==> src/rtl/output_serializer.sv <==
// Packet FIFO feeding a byte serializer: whole packets are queued, then emitted one
// byte per accepted transfer with sop/eop framing and back-to-back packet chaining.
module output_serializer #(
  parameter int BYTE_W    = 8,
  parameter int PKT_BYTES = 4,
  parameter int DEPTH     = 4,
  parameter int MSB_FIRST = 1
) (
  input  logic                          clock,
  input  logic                          reset_n,
  input  logic                          pkt_avail,
  input  logic [PKT_BYTES*BYTE_W-1:0]   pkt,
  input  logic                          flush,
  input  logic                          read_from_ob,
  output logic [BYTE_W-1:0]             payload_outbound,
  output logic                          put_outbound,
  output logic                          sop,
  output logic                          eop,
  output logic                          full,
  output logic [$clog2(DEPTH+1)-1:0]    count,
  output logic                          overflow
);

  localparam int PKT_W = PKT_BYTES * BYTE_W;
  localparam int IDX_W = $clog2(PKT_BYTES);
  localparam int PTR_W = $clog2(DEPTH);
  localparam int CNT_W = $clog2(DEPTH + 1);
  localparam logic [IDX_W-1:0] LAST_IDX = IDX_W'(PKT_BYTES - 1);
  localparam logic [CNT_W-1:0] FULL_CNT = CNT_W'(DEPTH);

  typedef enum logic {S_IDLE, S_SEND} state_t;

  state_t             r_state;
  logic [IDX_W-1:0]   r_idx;
  logic [PTR_W-1:0]   r_wr_ptr;
  logic [PTR_W-1:0]   r_rd_ptr;
  logic [CNT_W-1:0]   r_count;
  logic               r_full;
  logic [PKT_W-1:0]   r_buf;
  logic [PKT_W-1:0]   r_mem [DEPTH];

  logic               w_push;
  logic               w_pop;
  logic               w_last;
  logic [IDX_W-1:0]   w_sel;
  logic [CNT_W-1:0]   w_count_nxt;

  assign w_last       = (r_idx == LAST_IDX);
  assign put_outbound = (r_state == S_SEND) && read_from_ob && !flush;
  assign w_push       = pkt_avail && !r_full && !flush;
  // The head packet is loaded either from idle or on the last byte of the current one.
  assign w_pop        = !flush && (r_count != '0) &&
                        ((r_state == S_IDLE) || (put_outbound && w_last));

  assign sop      = put_outbound && (r_idx == '0);
  assign eop      = put_outbound && w_last;
  assign full     = r_full;
  assign count    = r_count;
  assign overflow = pkt_avail && r_full && !flush;

  assign w_sel = (MSB_FIRST != 0) ? (LAST_IDX - r_idx) : r_idx;

  always_comb begin
    // NOTE: default assignment first so every path drives the output and no latch is inferred.
    payload_outbound = '0;
    if (r_state == S_SEND) begin
      for (int i = 0; i < PKT_BYTES; i++) begin
        if (w_sel == IDX_W'(i)) payload_outbound = r_buf[i*BYTE_W +: BYTE_W];
      end
    end
  end

  always_comb begin
    w_count_nxt = r_count;
    if (w_push && !w_pop)      w_count_nxt = r_count + CNT_W'(1);
    else if (!w_push && w_pop) w_count_nxt = r_count - CNT_W'(1);
  end

  // NOTE: packet storage has no reset; count gates every read, so stale entries are never
  // observed, and a reset-free array can map onto RAM.
  always_ff @(posedge clock) begin
    if (w_push) r_mem[r_wr_ptr] <= pkt;
  end

  // NOTE: all state uses non-blocking assignments so every register samples pre-edge values.
  always_ff @(posedge clock or negedge reset_n) begin
    if (!reset_n) begin
      r_state  <= S_IDLE;
      r_idx    <= '0;
      r_wr_ptr <= '0;
      r_rd_ptr <= '0;
      r_count  <= '0;
      r_full   <= 1'b0;
      r_buf    <= '0;
    end else if (flush) begin
      r_state  <= S_IDLE;
      r_idx    <= '0;
      r_wr_ptr <= '0;
      r_rd_ptr <= '0;
      r_count  <= '0;
      r_full   <= 1'b0;
    end else begin
      r_count <= w_count_nxt;
      r_full  <= (w_count_nxt == FULL_CNT);
      if (w_push) r_wr_ptr <= r_wr_ptr + PTR_W'(1);
      if (w_pop) begin
        r_rd_ptr <= r_rd_ptr + PTR_W'(1);
        r_buf    <= r_mem[r_rd_ptr];
      end
      case (r_state)
        S_IDLE: begin
          if (w_pop) begin
            r_state <= S_SEND;
            r_idx   <= '0;
          end
        end
        S_SEND: begin
          if (put_outbound) begin
            if (!w_last) begin
              r_idx <= r_idx + IDX_W'(1);
            end else begin
              r_idx <= '0;
              if (!w_pop) r_state <= S_IDLE;
            end
          end
        end
        default: r_state <= S_IDLE;
      endcase
    end
  end

endmodule

==> config.mk <==
export PLATFORM = sky130hd
export DESIGN_NAME = output_serializer
export DESIGN_NICKNAME = d
export VERILOG_FILES = /design/src/rtl/output_serializer.sv
export SDC_FILE = /design/constraint.sdc
export NUM_CORES = 1
export LEC_CHECK = 0
export BUFFER_PORTS_ARGS = -buffer_cell sky130_fd_sc_hd__buf_2
export CAP_MARGIN = 10
export CORE_ASPECT_RATIO = 0.5
export CORE_MARGIN = 4
export CORE_UTILIZATION = 55
export DETAILED_ROUTE_END_ITERATION = 8
export GPL_ROUTABILITY_DRIVEN = 0
export GPL_TIMING_DRIVEN = 1
export PLACE_DENSITY = 0.83
export SLEW_MARGIN = 5
export SYNTH_ARGS = -nofsm -noshare
export SYNTH_HDL_FRONTEND = slang
export SYNTH_SLANG_ARGS = --single-unit
==> constraint.sdc <==
create_clock -name clock -period 3.5 [get_ports clock]
set_input_delay 0.175 -clock clock [delete_from_list [all_inputs] [get_ports clock]]
set_output_delay 0.175 -clock clock [all_outputs]
set_load 0.005 [all_outputs]
==> results.tsv, run 1 <==
stage	metric	value	unit
cells_and_area	final net count	523	
setup_path	CP max FO	10	
timing	RSZ-0062 raised after global routing	false	
setup_path	WP buf/inv	2	
logic_synthesis	syn nets	434	
setup_path	crit-path cells	inv_1, ha_1, nor2b_1, a221oi_1, a211o_1, a21boi_0, buf_2	
timing	Setup TNS	0	ns
placement	PortBufs	52	
clocking	buffer depth of the longest clock path	2	
setup_path	critical path required time	3.32	ns
routing	1st-pass router iterations	6	
setup_path	slowest stage delay, CP	0.49	ns
cells_and_area	layout cell share with drive strength beyond 1	30.3	%
timing	final worst path period need	2.90	ns
timing	Hold Vio Cnt, Final	0	
cells_and_area	post-layout util	68.6	%
routing	WL per Instance	21.2	um
clocking	Worst-path clk slew	0.07	ns
timing	clock skew	0.00657	ns
flow_run	max cap viols	0	
timing	Worst slew margin	33.1	%
routing	Routed Wire Length	13800	um
grt	vias in the first global route	3904	
grt	GR Layer Usage met1	27.1	%
clocking	H-Tree Level Count	4	
logic_synthesis	Netlist cell types	45	
die	starting density of the core	57.9	%
pwr	Cell Pwr Density	719	nW/um2
clocking	Post-CTS Setup Bufs	0	
die	Die ar.	14800	um2
die	Die W	168	um
logic_synthesis	most area-consuming cells after synthesis	edfxtp_1, dfrtp_1, mux4_2	
pwr	worst vdd ir	0.375	mV
routing	DRT iter0 DRCs	333	
setup_path	WP data arrival	2.72	ns
logic_synthesis	Syn Std Cell Area	7040	um2
logic_synthesis	register bit count reported by yosys	171	
clocking	Clock Sinks	171	
routing	drt drc	0	
clocking	Clk Tree Root Cell	clkbuf_16	
logic_synthesis	post-synth top area share	54.6	%
grt	largest net degree at the start of global routing	44	
logic_synthesis	Seq/Total Area, Yosys	69.9	%
setup_path	crit start category	register	
logic_synthesis	Primary FF master, synth	edfxtp_1	
clocking	Num CTS Buffers	17	
setup_path	crit path capture type	output pin	
routing	total number of vias	3747	
logic_synthesis	Synthesis Warnings	0	
die	FP Rows	28	
grt	initial antenna violation count	0	
logic_synthesis	number of synthesized flops with an enable pin	128	
timing	Slew Limit Fails	0	
grt	Most Crowded Layer GR	met2	
timing	Slew @ Worst Pin	1.00	ns
die	Core ar.	12200	um2
logic_synthesis	ys async rst share	25.1	%
logic_synthesis	top post-synthesis cells by count	edfxtp_1, dfrtp_1, mux4_2	
setup_path	Crit Path Class	register to output pin	
cells_and_area	antenna cell count	0	
timing	Final setup violation count	0	
logic_synthesis	Yosys top cell by area	edfxtp_1	
setup_path	CP top delay family	compound AO/OA/AOI/OAI gates	
run_status	status	complete, no violations	
timing	Tcrit/Tclk final	82.8	%
clocking	Worst-Skew Late Latency	0.42	ns
cells_and_area	area grow syn2layout	18.4	%
die	die height	88.0	um
logic_synthesis	Mapped Cells	386	
grt	GRT Total Usage	19.7	%
logic_synthesis	Avg Inst Size Synth	18.2	um2
pwr	Leak	0.00306	uW
grt	M3 GR Usage	4.01	%
timing	max frequency	0.345	GHz
die	IO Pins	53	
grt	met2 Use GR	31.6	%
grt	GRT Residual Overflow	0	
routing	number of routed nets with antenna violations	0	
placement	DPL Wire Length	8040	um
routing	vias per cell	5.74	
setup_path	CP max stage cell	nor2b_1	
clocking	clock tree from TritonCTS	done	
grt	first-pass GRT wire length	21700	um
hold_path	Hold Crit Class	primary input to register	
logic_synthesis	most common cell in the netlist	edfxtp_1	
[sequential cells by signal (all words and copies together) (netlist names)]
name      cells
r_mem       128
r_wr_ptr      2
full          1
r_idx         2
r_rd_ptr      2
r_buf        32
r_state       1
count         3
[metrics by stage]
stage               power [uW]  cells  hold slack [ns]  instance area, um2  setup slack, ns
CTS                       6010    653            0.149                8340            0.699
global route              6250    653            0.162                8340            0.506
global placement          4080    588            0.378                7430             1.38
finish                    5990    653            0.157                8340            0.602
floorplan                 3800    386           -0.121                7040             1.45
detailed placement        4140    588            0.388                7430             1.31
[routing by layer]
metal,share of wire (%),vias up
met3,5.4,38
li1,-,1675
met2,48,138
met5,0,-
met4,2.5,0
met1,44,1896
[power breakdown]
group / internal, uW / total (uW) / leakage, uW / switching [uW]
registers: 2480 / 2760 / 0.00169 / 285
clock network: 1060 / 1820 / 0.000274 / 764
logic: 790 / 1410 / 0.00110 / 618
[kinds of logic (layout without fill, tap and decap cells)]
group / count (synthesis) / in the layout / share of synthesized area (%)
xor gates and xnor gates: 5 / 5 / 0.622
buffers and inverters: 36 / 138 / 2.81
AOI/OAI and AO/OA: 52 / 52 / 5.35
DFF: 171 / 171 / 69.9
muxes: 57 / 57 / 15.4
adders and majority gates: 12 / 12 / 2.12
and+or+nand+nor: 53 / 53 / 3.77
[worst paths after layout]
check / end / slack [ns] / start / cells after the start
min in group asynchronous: full$_DFF_PN0_ / 0.46 / reset_n / 2
max in group asynchronous: r_rd_ptr[0]$_DFFE_PN0P_ / 2.36 / reset_n / 2
min: r_rd_ptr[1]$_DFFE_PN0P_ / 0.16 / flush / 2
min reg2reg: r_buf[6]$_DFFE_PN0P_ / 0.51 / r_buf[6]$_DFFE_PN0P_ / 1
max reg2reg: r_buf[29]$_DFFE_PN0P_ / 1.25 / count[1]$_DFF_PN0_ / 6
max: payload_outbound[5] / 0.60 / r_idx[0]$_DFFE_PN0P_ / 7
[timing repair]
item | 4_1_cts | 5_1_grt
hold buffers | 33 | 0
endpoints found under the hold margin | 171 | 0
setup endpoints to repair | 0 | 0
resized for setup | 0 | 0
[placed cells by master, fill, tap and decap left out, types with 11 or more instances in the layout]
cell type	n
nand2_1	24
dlygate4sd3_1	33
inv_1	14
buf_2	52
ha_1	11
clkbuf_16	17
dfrtp_1	41
edfxtp_1	128
mux4_2	29
o21ai_0	11
mux2_4	20
[layout make-up]
class	instances	area (um2)
Tap cell	165	206
Clock inverter	13	144
Fill cell	755	3820
Inverter	14	52.6
Sequential cell	171	4920
Multi-Input combinational cell	179	1920
Timing Repair Buffer	92	656
Clock buffer	19	433
No activity file was read; power rests on OpenSTA's default activity.
==> run 2: changes to the inputs <==
--- a/config.mk
+++ b/config.mk
@@ -9,11 +9,11 @@
 export CAP_MARGIN = 10
 export CORE_ASPECT_RATIO = 0.5
 export CORE_MARGIN = 4
-export CORE_UTILIZATION = 55
+export CORE_UTILIZATION = 54
 export DETAILED_ROUTE_END_ITERATION = 8
 export GPL_ROUTABILITY_DRIVEN = 0
 export GPL_TIMING_DRIVEN = 1
-export PLACE_DENSITY = 0.83
+export PLACE_DENSITY = 0.85
 export SLEW_MARGIN = 5
 export SYNTH_ARGS = -nofsm -noshare
 export SYNTH_HDL_FRONTEND = slang
==> constraint.sdc (replaced) <==
create_clock -name clock -period 2.6 [get_ports clock]
set_input_delay 0.13 -clock clock [delete_from_list [all_inputs] [get_ports clock]]
set_output_delay 0.13 -clock clock [all_outputs]
set_load 0.005 [all_outputs]
==> results.tsv, run 2 (synthesized netlist as in run 1, its figures left out) <==
stage	metric	value	unit
setup_path	crit start category	register	
routing	Routed Wire Length	14100	um
setup_path	slowest stage delay, CP	0.43	ns
timing	Slew Limit Fails	0	
setup_path	CP max FO	10	
routing	1st-pass router iterations	5	
cells_and_area	layout cell share with drive strength beyond 1	30.5	%
grt	initial antenna violation count	0	
routing	total number of vias	3816	
cells_and_area	flip-flop count of the largest register after layout	128	
clocking	Num CTS Buffers	17	
timing	Slew @ Worst Pin	0.952	ns
clocking	buffer depth of the longest clock path	2	
die	FP Rows	29	
grt	GRT Total Usage	20.2	%
clocking	Clock Sinks	171	
clocking	H-Tree Level Count	4	
timing	Hold Vio Cnt, Final	0	
grt	largest net degree at the start of global routing	44	
cells_and_area	most common cell after layout, fill and taps aside	edfxtp_1	
grt	M3 GR Usage	4.55	%
clocking	Worst-path clk slew	0.06	ns
routing	drt drc	0	
setup_path	crit-path cells	inv_1, ha_1, nor2b_4, a221oi_1, a211o_1, a21boi_1, buf_2	
setup_path	FF-to-FF setup slack	0.50	ns
timing	Tcrit/Tclk final	94.6	%
cells_and_area	final net count	524	
die	die height	88.7	um
routing	WL per Instance	21.4	um
grt	Most Crowded Layer GR	met2	
cells_and_area	most frequent cells in the layout	edfxtp_1, buf_2, dfrtp_1	
timing	final worst path period need	2.46	ns
grt	GRT Residual Overflow	0	
hold_path	Hold Path Stages	2	
clocking	Clk Tree Root Cell	clkbuf_16	
clocking	Post-CTS Setup Bufs	0	
die	starting density of the core	55.4	%
pwr	worst vdd ir	0.413	mV
setup_path	capture point of the worst reg-to-reg path	r_buf[29]$_DFFE_PN0P_	
grt	met2 Use GR	34.3	%
timing	Final setup violation count	0	
die	IO Pins	53	
clocking	Worst-Skew Late Latency	0.42	ns
timing	RSZ-0062 raised after global routing	false	
setup_path	Critical Path Start	r_idx[0]$_DFFE_PN0P_	
timing	max frequency	0.406	GHz
routing	vias per cell	5.79	
clocking	clock tree from TritonCTS	done	
pwr	Cell Pwr Density	965	nW/um2
cells_and_area	area grow syn2layout	18.8	%
setup_path	Worst Setup EP	payload_outbound[1]	
run_status	status	complete, no violations	
routing	DRT iter0 DRCs	313	
setup_path	crit path capture type	output pin	
grt	vias in the first global route	3980	
cells_and_area	Reg with most FFs	r_mem	
cells_and_area	antenna cell count	0	
timing	Setup TNS	0	ns
timing	clock skew	0.00636	ns
setup_path	critical path required time	2.47	ns
timing	Fin Hold WS	0.101	ns
setup_path	FF-to-FF path depth	6	
setup_path	Reg-to-Reg Start	count[1]$_DFF_PN0_	
setup_path	Crit Path Class	register to output pin	
placement	PortBufs	52	
grt	GR Layer Usage met1	26.4	%
die	Core ar.	12700	um2
routing	number of routed nets with antenna violations	0	
pwr	Leak	0.00307	uW
die	Die ar.	15000	um2
hold_path	Hold Crit Class	primary input to register	
grt	first-pass GRT wire length	22500	um
placement	DPL Wire Length	8270	um
setup_path	CP max stage cell	dfrtp_1	
setup_path	WP data arrival	2.33	ns
die	Die W	169	um
timing	Worst slew margin	36.5	%
flow_run	max cap viols	0	
## run 2: worst max-delay path: cells and delay by family (launching register included)
kind                       cells  cell delay (ns)
DFF                            1             0.43
adders and majority gates      1             0.35
buffers and inverters          2             0.24
AOI/OAI and AO/OA              3             0.62
and+or+nand+nor                1             0.27
## run 2: how the worst min path moves through the flow
stage	startpoint	to	slack, ns
2_1_floorplan	reset_n	count[0]$_DFF_PN0_	-0.17
4_1_cts	flush	r_rd_ptr[0]$_DFFE_PN0P_	0.1
6_report	flush	count[0]$_DFF_PN0_	0.10
3_5_place_dp	reset_n	full$_DFF_PN0_	0.32
3_3_place_gp	reset_n	count[0]$_DFF_PN0_	0.32
5_1_grt	flush	count[0]$_DFF_PN0_	0.12
## run 2: through the flow
stage                     utilization (%)  total power, uW  area [um2]  worst slack [ns]  instances
after global routing                 65.9             8420        8360            0.0256        659
after CTS                            65.8             8110        8360            0.0335        659
after global placement               58.7             5520        7450             0.503        594
final                                65.9             8070        8360             0.139        659
after floorplan                         -             5120        7040             0.546        386
after detailed placement             58.7             5600        7450             0.377        594
## run 2: layout make-up
class	instances	area (um2)
fill	836	4340
clock buffer	18	429
clock inverter	14	144
tap	170	213
multi-input combinational	179	1930
sequential	171	4920
inverter	14	52.6
timing repair buffer	93	676
## run 2: metal layers
metal	wire length [um]	vias up
li1	-	1689
met1	6110	1993
met2	7030	111
met3	678	23
met4	262	0
met5	0	-
## run 2: repair_timing
action | CTS | global route
resized for setup | 1 | 1
hold endpoints to repair | 171 | 0
hold buffers | 33 | 0
setup endpoints to repair | 7 | 7
pin swaps | 0 | 0
## run 2: power breakdown
group	internal [uW]	switching, uW
combinational	1080	931
sequential	3340	269
clock	1420	1040
total	5830	2240
==> run 3: changes to the inputs <==
--- a/config.mk
+++ b/config.mk
@@ -5,6 +5,7 @@
 export SDC_FILE = /design/constraint.sdc
 export NUM_CORES = 1
 export LEC_CHECK = 0
+export ABC_AREA = 1
 export BUFFER_PORTS_ARGS = -buffer_cell sky130_fd_sc_hd__buf_2
 export CAP_MARGIN = 10
 export CORE_ASPECT_RATIO = 0.5
==> results.tsv, run 3 <==
stage	metric	value	unit
run_status	status	complete, no violations	
setup_path	crit-path cells	inv_1, ha_2, inv_2, nor2_1, o31ai_1, o21ai_0, nor2_1, buf_2	
logic_synthesis	number of synthesized flops with an enable pin	128	
logic_synthesis	register bit count reported by yosys	171	
timing	Tcrit/Tclk final	94.0	%
timing	Slew @ Worst Pin	1.01	ns
setup_path	WP data arrival	2.31	ns
cells_and_area	post-layout util	68.1	%
die	IO Pins	53	
clocking	Num CTS Buffers	17	
grt	initial antenna violation count	0	
die	Die ar.	14900	um2
placement	PortBufs	52	
timing	final worst path period need	2.44	ns
logic_synthesis	Synthesis Warnings	0	
setup_path	WP buf/inv	3	
logic_synthesis	top post-synthesis cells by count	edfxtp_1, nor2_1, o21ai_0	
cells_and_area	area grow syn2layout	19.4	%
die	Core ar.	12200	um2
die	starting density of the core	57.1	%
setup_path	Crit Path Class	register to output pin	
timing	max frequency	0.409	GHz
timing	Setup TNS	0	ns
clocking	Clk Tree Root Cell	clkbuf_16	
setup_path	most used cell, CP	nor2_1	
setup_path	crit path capture type	output pin	
clocking	Clock Sinks	171	
clocking	Worst-Skew Late Latency	0.43	ns
setup_path	Reg-to-Reg Start	r_idx[0]$_DFFE_PN0P_	
placement	DP Area	7390	um2
cells_and_area	Reg with most FFs	r_mem	
logic_synthesis	most common cell in the netlist	edfxtp_1	
pwr	Psw	2600	uW
grt	GRT Total Usage	23.6	%
setup_path	CP top delay family	compound AO/OA/AOI/OAI gates	
routing	total number of vias	4805	
placement	DPL Wire Length	8800	um
grt	GRT Residual Overflow	0	
cells_and_area	flip-flop count of the largest register after layout	128	
routing	number of routed nets with antenna violations	0	
pwr	Leak	0.00318	uW
routing	vias per cell	6.01	
clocking	Worst-path clk slew	0.07	ns
setup_path	CP max stage cell	dfrtp_1	
clocking	clock tree from TritonCTS	done	
clocking	H-Tree Level Count	4	
timing	clock skew	0.00870	ns
clocking	Post-CTS Setup Bufs	0	
logic_synthesis	post-synth top area share	55.3	%
hold_path	Hold Path Stages	2	
pwr	Logic pwr share	24.9	%
timing	Slew Limit Fails	0	
die	die height	88.3	um
routing	WL per Instance	21.3	um
cells_and_area	antenna cell count	0	
flow_run	max cap viols	0	
routing	Routed Wire Length	17100	um
timing	Final setup violation count	0	
grt	vias in the first global route	4751	
logic_synthesis	most area-consuming cells after synthesis	edfxtp_1, dfrtp_1, o21ai_0	
logic_synthesis	ys async rst share	25.1	%
setup_path	Stages on worst setup path	8	
cells_and_area	layout cell share with drive strength beyond 1	21.9	%
pwr	internal power	5560	uW
timing	Worst slew margin	32.4	%
routing	DRT iter0 DRCs	709	
routing	1st-pass router iterations	5	
pwr	worst vdd ir	0.544	mV
hold_path	Worst Hold Launch	flush	
logic_synthesis	Primary FF master, synth	edfxtp_1	
setup_path	slowest stage delay, CP	0.44	ns
logic_synthesis	Seq/Total Area, Yosys	70.7	%
grt	largest net degree at the start of global routing	44	
pwr	Sequential Power Share	44.5	%
setup_path	critical path required time	2.47	ns
cells_and_area	most frequent cells in the layout	edfxtp_1, nor2_1, o21ai_0	
cells_and_area	post-route design area	8310	um2
cells_and_area	final net count	669	
setup_path	CP max FO	9	
logic_synthesis	Mapped Cells	534	
setup_path	crit start category	register	
routing	drt drc	0	
die	Die W	169	um
cells_and_area	most common cell after layout, fill and taps aside	edfxtp_1	
die	FP Rows	28	
logic_synthesis	Avg Inst Size Synth	13.0	um2
pwr	Switching Share	31.9	%
hold_path	Hold Crit Class	primary input to register	
timing	Hold Vio Cnt, Final	0	
clocking	buffer depth of the longest clock path	2	
pwr	Cell Pwr Density	983	nW/um2
setup_path	Critical Path Start	r_idx[0]$_DFFE_PN0P_	
logic_synthesis	Netlist cell types	26	
logic_synthesis	syn nets	582	
setup_path	FF-to-FF path depth	6	
logic_synthesis	Syn Std Cell Area	6960	um2
timing	RSZ-0062 raised after global routing	false	
pwr	Clock power frac	30.6	%
grt	first-pass GRT wire length	26400	um
logic_synthesis	Yosys top cell by area	edfxtp_1	
run 3: routing by layer:
metal  wire (um)  up-vias  global-route usage, %
li1            -     2103                      -
met1        6730     2322                   30.5
met2        8280      324                   39.9
met3        1520       56                   5.35
met4         526        0                   8.98
met5           0        -                      0
run 3: what timing repair did:
| item | CTS | global route |
|---|---|---|
| hold endpoints to repair | 171 | 0 |
| hold buffers | 33 | 0 |
| resized for setup | 0 | 2 |
| endpoints found under the setup margin | 0 | 5 |
run 3: worst paths after layout:
path / to / slack (ns)
max in group asynchronous: r_buf[14]$_DFFE_PN0P_ / 1.55
worst min register to register: r_buf[30]$_DFFE_PN0P_ / 0.51
worst min-delay path: count[0]$_DFF_PN0_ / 0.04
worst max-delay path: payload_outbound[0] / 0.16
min in group asynchronous: count[1]$_DFF_PN0_ / 0.41
worst max register to register: r_buf[6]$_DFFE_PN0P_ / 0.62
run 3: final cells by class:
class                      instances  area [um2]
sequential                       171        4920
fill                             737        3890
multi-input combinational        307        1800
timing repair buffer              98         701
clock buffer                      20         437
tap                              165         206
clock inverter                    12         143
inverter                          26         100
run 3: kinds of logic after synthesis:
logic type                 share of synthesized area (%)
xor gates and xnor gates                           0.252
buffers and inverters                               3.60
muxes                                               5.50
DFF                                                 70.7
AOI/OAI and AO/OA                                   10.9
adders and majority gates                           1.98
and+or+nand+nor                                     7.09
run 3: metrics by stage:
stage | setup WS (ns) | cells | power, uW | hold slack, ns
after floorplan | 0.0245 | 534 | 4880 | -0.166
after global placement | 0.732 | 734 | 5390 | 0.329
after detailed placement | 0.665 | 734 | 5470 | 0.333
after CTS | 0.144 | 799 | 8030 | 0.0399
after global routing | 0.0687 | 799 | 8490 | 0.0610
final | 0.156 | 799 | 8160 | 0.0435
run 3: power groups by stage:
stage	clock (uW)	combinational [uW]	sequential (uW)
4_1_cts	2500	1950	3580
3_3_place_gp	0	1770	3610
5_1_grt	2640	2210	3640
2_1_floorplan	0	1350	3530
6_report	2500	2030	3630
3_5_place_dp	0	1850	3630
